$ cat config.mk
export PLATFORM = sky130hd
export DESIGN_NAME = wb_sched
export DESIGN_NICKNAME = d
export VERILOG_FILES = /design/src/rtl/wb_sched.sv
export SDC_FILE = /design/constraint.sdc
export NUM_CORES = 1
export LEC_CHECK = 0
export ABC_AREA = 1
export BUFFER_PORTS_ARGS = -buffer_cell sky130_fd_sc_hd__buf_2
export CAP_MARGIN = 20
export CORE_MARGIN = 3
export CORE_UTILIZATION = 58
export CTS_CLUSTER_DIAMETER = 40
export CTS_CLUSTER_SIZE = 28
export DETAILED_ROUTE_END_ITERATION = 8
export GPL_TIMING_DRIVEN = 0
export PLACE_DENSITY_LB_ADDON = 0.25
export SLEW_MARGIN = 20
export SYNTH_ARGS = -nofsm -noshare
export SYNTH_HDL_FRONTEND = slang
export SYNTH_SLANG_ARGS = --single-unit
export TNS_END_PERCENT = 1
$ cat constraint.sdc
create_clock -name clk -period 4.5 [get_ports clk]
set_input_delay 0.45 -clock clk [delete_from_list [all_inputs] [get_ports clk]]
set_output_delay 0.45 -clock clk [all_outputs]
set_load 0.02 [all_outputs]
$ cat src/rtl/wb_sched.sv
// Write-back scheduler: per-register pending-write scoreboard with a RAW/overflow stall,
// plus a single write-port arbiter (hold > mem > ex) with a one-entry hold buffer for ex.

module wb_sched_cnt (
  input  logic       clk,
  input  logic       rst,
  input  logic       inc,
  input  logic       dec,
  output logic [1:0] cnt
);
  // Saturates at both ends; simultaneous inc/dec cancels out.
  always_ff @(posedge clk or negedge rst) begin
    if (!rst)                              cnt <= 2'd0;
    else if (inc && !dec && cnt != 2'd3)   cnt <= cnt + 2'd1;
    else if (dec && !inc && cnt != 2'd0)   cnt <= cnt - 2'd1;
  end
endmodule

module wb_sched #(
  parameter int N_REG  = 16,
  parameter int W_DATA = 32
) (
  input  logic              clk,
  input  logic              rst,
  input  logic              issue_i,
  input  logic [3:0]        issue_r_i,
  input  logic [3:0]        src0_r_i,
  input  logic [3:0]        src1_r_i,
  input  logic [1:0]        src_en_i,
  input  logic              stall_i,
  output logic              stall_o,
  input  logic              ex_req_i,
  input  logic [3:0]        ex_r_i,
  input  logic [W_DATA-1:0] ex_data_i,
  output logic              ex_ack_o,
  input  logic              mem_req_i,
  input  logic [3:0]        mem_r_i,
  input  logic [W_DATA-1:0] mem_data_i,
  output logic              mem_ack_o,
  output logic              wb_o,
  output logic [3:0]        wb_r_o,
  output logic [W_DATA-1:0] wb_data_o,
  output logic [N_REG-1:0]  busy_o
);

  typedef struct packed {
    logic              v;
    logic [3:0]        r;
    logic [W_DATA-1:0] d;
  } wr_t;

  logic [N_REG-1:0][1:0] cnt;
  logic [N_REG-1:0]      inc, dec, full;
  logic                  accept, hazard;
  logic                  src0_busy, src1_busy, dst_full;
  wr_t                   hold, hold_nxt, wb_nxt;

  assign accept = issue_i & ~stall_o;

  for (genvar gi = 0; gi < N_REG; gi++) begin : g_reg
    assign inc[gi]    = accept && (issue_r_i == 4'(gi));
    assign dec[gi]    = wb_o && (wb_r_o == 4'(gi));
    assign busy_o[gi] = |cnt[gi];
    assign full[gi]   = &cnt[gi];
    wb_sched_cnt u_cnt (
      .clk (clk),
      .rst (rst),
      .inc (inc[gi]),
      .dec (dec[gi]),
      .cnt (cnt[gi])
    );
  end

  always_comb begin
    src0_busy = 1'b0;
    src1_busy = 1'b0;
    dst_full  = 1'b0;
    for (int i = 0; i < N_REG; i++) begin
      if (src0_r_i == 4'(i))  src0_busy = busy_o[i];
      if (src1_r_i == 4'(i))  src1_busy = busy_o[i];
      if (issue_r_i == 4'(i)) dst_full  = full[i];
    end
  end

  // An ex result that cannot be acked this cycle would otherwise race the new issue.
  assign hazard  = (src_en_i[0] & src0_busy) | (src_en_i[1] & src1_busy) |
                   (issue_i & dst_full) | (issue_i & hold.v & ex_req_i);
  assign stall_o = stall_i | hazard;

  assign mem_ack_o = rst & mem_req_i & ~hold.v;
  assign ex_ack_o  = rst & ex_req_i & ~hold.v;

  always_comb begin
    wb_nxt   = '0;
    hold_nxt = hold;
    if (hold.v) begin
      wb_nxt   = hold;
      hold_nxt = '0;
    end else if (mem_req_i) begin
      wb_nxt = '{v: 1'b1, r: mem_r_i, d: mem_data_i};
      if (ex_req_i) hold_nxt = '{v: 1'b1, r: ex_r_i, d: ex_data_i};
    end else if (ex_req_i) begin
      wb_nxt = '{v: 1'b1, r: ex_r_i, d: ex_data_i};
    end
  end

  always_ff @(posedge clk or negedge rst) begin
    if (!rst) begin
      hold      <= '0;
      wb_o      <= 1'b0;
      wb_r_o    <= 4'd0;
      wb_data_o <= '0;
    end else begin
      hold      <= hold_nxt;
      wb_o      <= wb_nxt.v;
      wb_r_o    <= wb_nxt.r;
      wb_data_o <= wb_nxt.d;
    end
  end

endmodule

; Word-level counts from Yosys, hierarchy flattened
; Index checks and enable logic that the tools add are counted.
[word_totals]
register_bits = 106
latch_bits = 0
mem_bits_rw = 0
rom_bits = 0
in_bits = 92
out_inout_bits = 56
n_memories = 0
[op_classes]
addsub = 32
n_mul = 0
div = 0
order_cmp = 0
eq_ne = 76
shifts = 0
mux = 86
bitwise = 16
n_reduce_logical = 199
[op_table]
columns = op, count
row1 = 37-bit two-way mux, 6
row2 = "4-bit equality test, second input constant", 32
row3 = 1-bit logical AND, 96
row4 = 2-bit nonzero test, 34
row5 = "4-bit by 3-bit equality test with 1-bit output, second input constant", 16
row6 = 2-bit two-way mux, 32
row7 = 1-bit two-way mux, 48
row8 = 2-bit AND reduction, 17
row9 = "2-bit by 1-bit adder with 2-bit output, second input constant", 16
row10 = "4-bit by 2-bit equality test with 1-bit output, second input constant", 8
row11 = 1-bit zero test, 32
row12 = "2-bit != test, second input constant", 16
row13 = 2-bit OR reduction, 16
row14 = "2-bit by 1-bit subtractor with 2-bit output, second input constant", 16
row15 = "4-bit by 1-bit equality test with 1-bit output, second input constant", 4
row16 = 4-bit zero test, 4
row17 = 1-bit bitwise AND, 10
row18 = 1-bit bitwise OR, 4
row19 = 1-bit inverter, 2

; Logic depth before layout (Yosys ltp)
; Gate-level depths: netlist of the first run.
[depth]
ltp_word = 30
depth_mapped = 24
ltp_nobuf = 23

; Modules after synthesis
; A second synthesis of the first run with hierarchy kept.
[unflattened]
hier_cells = 882
area_unflattened_um2 = 6112.1
[modules_own_cells]
columns = mod, instances, cells_per_inst, area_per_inst_um2, seq_area_each_um2
row1 = wb_sched, 1, 546, 4110.2, 1851.8
row2 = wb_sched_cnt, 16, 21, 125.1, 50.0

; Worst setup path before layout of the first run
; No wires, ideal clock.
[synth_timing]
path_type = in2out
startpoint = input port src1_r_i[1]
endpoint = output port stall_o
arrival_ns = 1.786
path_slack_ns = 2.264
stages = 19
path_buffers = 2
cell_sequence = buf_2 -> nor2_2 -> nand2_1 -> nand3_1 -> nand2_1 -> nand2_1 -> nand2_1 -> nand2_1 -> nand2_1 -> nand2_1 -> nand2_1 -> nand3_1 -> nand2_1 -> nand3_1 -> nand2_1 -> nand3_2 -> nor2_4 -> buf_4 -> inv_1
[synth_between]
elab_chain_cells = 22
[synth_rtl]
columns = item, line_no
row1 = from (decl), 28  ; input logic [3:0] src1_r_i,
row2 = 4-bit zero test, 80  ; if (src1_r_i == 4'(i)) src1_busy = busy_o[i];
row3 = 1-bit two-way mux (15 in a row), 80
row4 = 1-bit two-way mux *, 80
row5 = 1-bit bitwise AND *, 86  ; assign hazard = (src_en_i[0] & src0_busy) | (src_en_i[1] & src1_busy) |
row6 = 1-bit bitwise OR * (2 in a row), 86
row7 = 1-bit bitwise OR *, 87  ; (issue_i & dst_full) | (issue_i & hold.v & ex_req_i);
row8 = 1-bit bitwise OR *, 88  ; assign stall_o = stall_i | hazard;
row9 = to (decl), 31  ; output logic stall_o,
; Mark *: on every way between the ends. The rest lies on a longest branch, timed or not.

; Worst setup path in the final report of the first run
[layout_timing]
startpoint = register g_reg[2].u_cnt.cnt[0]
endpoint = output port stall_o
[layout_between]
elab_chain_cells = 20
[layout_rtl]
columns = item, line_no
row1 = from (decl), 9  ; output logic [1:0] cnt
row2 = from (signal assigned), 14  ; else if (inc && !dec && cnt != 2'd3) cnt <= cnt + 2'd1;
row3 = from (signal assigned), 15  ; else if (dec && !inc && cnt != 2'd0) cnt <= cnt - 2'd1;
row4 = 2-bit OR reduction, 63  ; assign busy_o[gi] = |cnt[gi];
row5 = "1-bit two-way mux, on equally long branches (14 in a row)", "79, 80"
row6 = 1-bit bitwise AND, 86
row7 = 1-bit bitwise OR, 86
row8 = 1-bit bitwise OR *, 86
row9 = 1-bit bitwise OR *, 87
row10 = 1-bit bitwise OR *, 88
; Marks and branches as above.

==> results.cfg, run 1 <==
[route]
met1_length_um = 6410
remaining_drc_errors = 0
wl_met3_um = 1330
drtAntennaViolNets = 0
drt-initial-drc-count = 357
wirelength_um = 15700
num_vias = 5816
first_pass_iters = 6
wire_per_inst_um = 14.5
dr_wl_met2_um = 7500
vias_per_cell = 5.37
highest_layer = met4

[sta]
fin_crit_sh_pct = 65.5
finalHoldViolations = 0
fin_ws_ns = 1.55
clock_skew_ns = 0.00669
slew_violations = 0
tns_ns = 0
setup_violations = 0
fmax_ghz = 0.340
min_period_ns = 2.95
worst_pin_slew_ns = 0.707
rsz0062_at_grt = false
slew_headroom_pct = 52.7

[synth]
synth_seq_cells = 106
synth-main-ff-cell = dfrtp_1
synthTopCellsByArea = dfrtp_1 46%, nand2_1 14%, nand3_1 9.1%
post-synth-top-area-fraction_pct = 45.7
synth_largest_area_cell = dfrtp_1
synth_edf_count = 0
synth_fp_nets = 884
synth_seq_area_share_pct = 45.7
postSynthAreaPerCell_um2 = 7.32
netlist_instances = 792
async_flop_share_pct = 100
ys_warn_count = 0
syn_area_um2 = 5800
ys_types = 27

[die]
start_util_pct = 61.3
dieWidth_um = 106
die_h_um = 106
dieArea_um2 = 11200
fp-row-count = 35
num_io_pins = 148
coreArea_um2 = 9460

[finish]
fillers = 789
stdcell_count = 1084
area_growth_pct = 20.1
final_core_util_pct = 73.7
final_common_cell = nand2_1
final_cell_mix = 214 x nand2_1, 148 x buf_2, 124 x inv_1, 106 x nand3_1, 106 x dfrtp_1
layout-drive-gt1-share_pct = 19.6
n_antenna_cell = 0
nNetsFinal = 1042

[placement]
placed_cells = 1067
gp_congestion = 0.958
place_ws_ns = 1.89
dp_hpwl_um = 11800
numPortBuffers = 145

[clock_network]
root_buffer = clkbuf_8
cts_tree = done
cts_max_path_buffers = 2
h-tree-depth = 3
postCtsResizedCells = 0
cts.clk_slew.worst_paths_ns = 0.10
insertion_delay_ns = 0.38
numCtsBuffers = 9
cts.sinks = 106

[setup_path]
worstSetupStartpointType = flop
cp-end-kind = output port
path_class = reg2out
cp_max_fo = 10
cp.required_ns = 4.05
cp_data_arrival_time_ns = 2.50

[pwr]
pwr_density_cell_nw_per_um2 = 410
p_leak_nw = 3.61
ir_worst_vdd_uv = 228

[global_route]
grt_pass1_wl_um = 26300
overflow = 0
antenna_found_initial = 0
grt_pass1_vias = 5703
grt_max_degree = 80
grt_util_all_layers_pct = 29.0

[status]
status = completed

[flow_run]
cap_viol_max_count = 0

[min_path]
hold_class = in2reg
## cell usage after synthesis (4+ instances only)
master,instances
inv_1,124
nand2_1,214
dfrtp_1,106
nand3_2,11
o21ai_1,10
nand3_1,106
nor3_1,8
nand4_1,11
nor2_1,60
or2_1,11
o21ai_0,41
nand3b_1,4
o211ai_1,35
clkbuf_1,20
buf_2,4
a21oi_1,6
## logic make-up after synthesis
family | Yosys count | synth area share, %
flip-flops | 106 | 45.7
AND/OR/NAND/NOR | 429 | 32.9
buffers and inverters | 154 | 10.3
AO/OA/AOI/OAI | 103 | 11.1
## worst paths after layout
check	depth (start not counted)	slack, ns	startpoint	to
setup / recovery	18	1.55	g_reg[2].u_cnt.cnt[0]	stall_o
hold / removal	3	0.28	mem_data_i[16]	wb_data_o[16]
setup reg to reg	20	2.00	g_reg[2].u_cnt.cnt[0]	g_reg[9].u_cnt.cnt[0]
hold reg to reg	2	0.53	g_reg[15].u_cnt.cnt[1]	g_reg[15].u_cnt.cnt[1]
max in group asynchronous	3	3.33	rst	wb_data_o[5]
min in group asynchronous	2	0.51	rst	g_reg[0].u_cnt.cnt[0]
## metal layers
layer / GRT usage (%) / vias to the layer above
met2: 47.9 / 243
met3: 7.23 / 39
met5: 0 / -
met1: 37.0 / 2676
li1: - / 2858
met4: 10.7 / 0
## sequential cells by signal (all words and copies together) (netlist names)
name	cells
wb_o	1
wb_r_o	4
wb_data_o	32
g.u_cnt.cnt	32
hold	37
## what timing repair did
action                                 CTS  global route
setup buffers                            0             0
hold buffers                             1             0
endpoints found under the hold margin   28             0
## where the power goes
group          switching (mW)  internal (mW)
sequential              0.118           1.11
clock                   0.342          0.351
combinational           0.643          0.292
total                    1.10           1.75
## stage by stage
step	power (mW)	hold WS, ns	instance area (um2)
5_1_grt	3.03	0.282	6970
2_1_floorplan	1.82	0.154	5800
3_3_place_gp	2.15	0.490	6690
4_1_cts	2.86	0.271	6970
6_report	2.85	0.280	6970
3_5_place_dp	2.17	0.344	6720
## area by class of cell
type / count / area [um2] / share of cell area [%]
multi-input cells: 532 / 2550 / 36.6
plain buffers: 28 / 125 / 1.80
inverters: 126 / 473 / 6.79
repair buffers: 147 / 769 / 11.0
well taps: 129 / 161 / 2.32
clock inverters: 4 / 80.1 / 1.15
clock buffers: 12 / 155 / 2.23
flip-flops and latches: 106 / 2650 / 38.1
## worst max-delay path: stages (launching register included)
cell     delay [ns]
dfrtp_1        0.42
nor2_1         0.30
nor2_1         0.10
a21oi_2        0.11
nand2_1        0.06
nand2_1        0.05
nand2_1        0.05
nand2_1        0.05
nand2_1        0.05
nand2_1        0.05
nand3_1        0.07
nand2_1        0.06
nand3_1        0.06
nand2_1        0.08
nand3_2        0.09
nor2_4         0.11
buf_4          0.19
inv_1          0.06
buf_2          0.15
Power figures use the tool's default switching activity.
==> run 2: changes to the inputs <==
--- a/config.mk
+++ b/config.mk
@@ -5,11 +5,11 @@
 export SDC_FILE = /design/constraint.sdc
 export NUM_CORES = 1
 export LEC_CHECK = 0
-export ABC_AREA = 1
+export ABC_AREA = 0
 export BUFFER_PORTS_ARGS = -buffer_cell sky130_fd_sc_hd__buf_2
 export CAP_MARGIN = 20
 export CORE_MARGIN = 3
-export CORE_UTILIZATION = 58
+export CORE_UTILIZATION = 49
 export CTS_CLUSTER_DIAMETER = 40
 export CTS_CLUSTER_SIZE = 28
 export DETAILED_ROUTE_END_ITERATION = 8
==> constraint.sdc (replaced) <==
create_clock -name clk -period 2.7 [get_ports clk]
set_input_delay 0.27 -clock clk [delete_from_list [all_inputs] [get_ports clk]]
set_output_delay 0.27 -clock clk [all_outputs]
set_load 0.02 [all_outputs]
==> run 2 against run 1 <==
  * Combinational power increased by 7%
  * Via count grew 3.1%
  * The flow now finishes with violations (negative setup slack)
  * Largest cell class is now multi-input gates
  * Non-clock buffer count grew 23
==> results.cfg, run 2 <==
[sta]
finalHoldViolations = 0
min_period_ns = 3.08
fmax_ghz = 0.324
hold_ws_ns = 0.149
fin_ws_ns = -0.385
clock_skew_ns = 0.00654
slew_violations = 0
rsz0062_at_grt = true
fin_crit_sh_pct = 114
worst_pin_slew_ns = 0.770
slew_headroom_pct = 48.7
setup_violations = 23

[finish]
top_register = hold
n_antenna_cell = 0
largest_registers = hold (37), g.u_cnt.cnt (32), wb_data_o (32)
nNetsFinal = 898
area_growth_pct = 25.0
stdcell_count = 954
final_cell_mix = 144 x buf_2, 104 x dfrtp_1, 65 x nand2_1, 58 x o21ai_0, 40 x clkbuf_1
final_core_util_pct = 63.4
final_common_cell = buf_2
layout-drive-gt1-share_pct = 27.5
largest_reg_flops = 37

[die]
coreArea_um2 = 11500
start_util_pct = 50.7
fp-row-count = 39
die_h_um = 115
dieArea_um2 = 13300
num_io_pins = 148
dieWidth_um = 115

[min_path]
hold_class = in2reg
hp-start = ex_data_i[10]
min_to = hold[10]
worstHoldPathCells = 2

[placement]
gp_congestion = 0.945
dp_hpwl_um = 13400
place_ws_ns = -0.842
placed_cells = 933
numPortBuffers = 144

[synth]
synth_edf_count = 0
async_flop_share_pct = 100
synth_seq_area_share_pct = 45.4
ys_warn_count = 0
syn_area_um2 = 5840
synth_largest_area_cell = dfrtp_1
synth_fp_nets = 737
ys_types = 65
synth_seq_cells = 106
synthMostInstantiatedCell = dfrtp_1
synth-main-ff-cell = dfrtp_1
netlist_instances = 645
synth_common_cells = 106 x dfrtp_1, 66 x nand2_1, 59 x o21ai_0
synthTopCellsByArea = dfrtp_1 45%, a22o_1 5.4%, o21ai_0 5.1%
postSynthAreaPerCell_um2 = 9.05
post-synth-top-area-fraction_pct = 45.4

[clock_network]
root_buffer = clkbuf_16
cts.clk_slew.worst_paths_ns = 0.07
h-tree-depth = 3
cts_max_path_buffers = 2
cts_tree = done
cts.sinks = 106
insertion_delay_ns = 0.36
numCtsBuffers = 9

[setup_path]
r2r-start = g_reg[15].u_cnt.cnt[1]
cp_max_fo = 9
reg2reg_to = g_reg[3].u_cnt.cnt[0]
cp.required_ns = 2.94
cp_data_arrival_time_ns = 3.32
timing.reg2reg.setup_slack_ns = -0.38
worstSetupStartpointType = flop
r2r.worst_path.cells = 9
cp-end-kind = flop
path_class = reg2reg

[global_route]
grt_pass1_wl_um = 29100
grt_max_degree = 64
overflow = 0
grt_use_met3_pct = 6.00
use_met1_pct = 34.9
busiest_layer = met2
use_met2_pct = 46.6
grt_util_all_layers_pct = 27.5
grt_pass1_vias = 5914
antenna_found_initial = 0

[route]
wirelength_um = 18300
vias_per_cell = 6.28
drtAntennaViolNets = 0
first_pass_iters = 5
num_vias = 5995
wire_per_inst_um = 19.2
drt-initial-drc-count = 495
remaining_drc_errors = 0

[status]
failed_checks = negative setup slack
status = complete, but fails checks

[pwr]
pwr_density_cell_nw_per_um2 = 575
finalPower_mw = 4.20
p_leak_nw = 3.24
ir_worst_vdd_uv = 316

[flow_run]
cap_viol_max_count = 0
run 2: cell types whose count changed after synthesis, sizes merged, moves of 11 or more:
| cell | delta |
|---|---|
| o211ai | -32 |
| nor2 | -31 |
| inv | -95 |
| a22oi | +38 |
| nand2 | -148 |
| nor3 | +11 |
| a22o | +36 |
| clkbuf | +26 |
| nand3 | -99 |
| a21oi | +24 |
run 2: kinds of logic after synthesis:
group	after synthesis	synth area share, %
xor gates and xnor gates	6	0.900
buffers and inverters	77	5.10
AOI/OAI and AO/OA	226	27.1
and+or+nand+nor	221	19.9
DFF	106	45.4
muxes	9	1.59
run 2: area by class of cell:
class                      count  area, um2
fill                         978       4210
buffer                        46        211
sequential                   106       2660
inverter                      29        109
tap                          143        179
clock buffer                  10        229
clock inverter                 6       51.3
multi-input combinational    462       3050
timing repair buffer         152        817
run 2: repair_timing:
item / in CTS / in global routing
resized for setup: 26 / 18
hold buffers: 1 / 0
pin swaps: 5 / 7
setup endpoints to repair: 31 / 32
buffers inserted: 3 / 3
hold endpoints to repair: 45 / 0
run 2: how the worst max path moves through the flow:
| stage | start | to | slack [ns] | depth (start not counted) |
|---|---|---|---|---|
| finish | g_reg[15].u_cnt.cnt[1] | g_reg[3].u_cnt.cnt[0] | -0.38 | 9 |
| floorplan | g_reg[13].u_cnt.cnt[0] | g_reg[3].u_cnt.cnt[0] | -0.17 | 9 |
| detailed placement | issue_r_i[0] | g_reg[1].u_cnt.cnt[0] | -0.84 | 11 |
| global placement | issue_r_i[0] | g_reg[1].u_cnt.cnt[0] | -0.88 | 11 |
| global route | g_reg[15].u_cnt.cnt[1] | g_reg[8].u_cnt.cnt[0] | -0.44 | 10 |
| CTS | g_reg[13].u_cnt.cnt[0] | g_reg[3].u_cnt.cnt[0] | -0.39 | 9 |
run 2: power breakdown:
part / internal (mW) / switching [mW]
registers: 1.76 / 0.169
logic: 0.402 / 0.601
clock network: 0.640 / 0.628
run 2: worst max-delay path: stages, from the launching register on:
cell,delay (ns)
dfrtp_1,0.39
buf_8,0.14
or3b_4,0.38
a32oi_2,0.22
o311a_1,0.21
nand2_2,0.09
or4_4,0.57
or4_4,0.45
mux2_4,0.27
o221a_1,0.24
run 2: per-layer routing:
metal / share of wire [%] / vias to the layer above
li1: - / 2724
met1: 40 / 2945
met2: 50 / 290
met3: 8.4 / 36
met4: 1.9 / 0
met5: 0 / -
run 2: metrics by stage:
step                TNS (ns)  cell area (um2)
floorplan             -0.854             5860
global placement      -16.86             6760
detailed placement    -17.26             6790
CTS                    -4.72             7220
global route           -7.02             7300
finish                 -4.13             7300
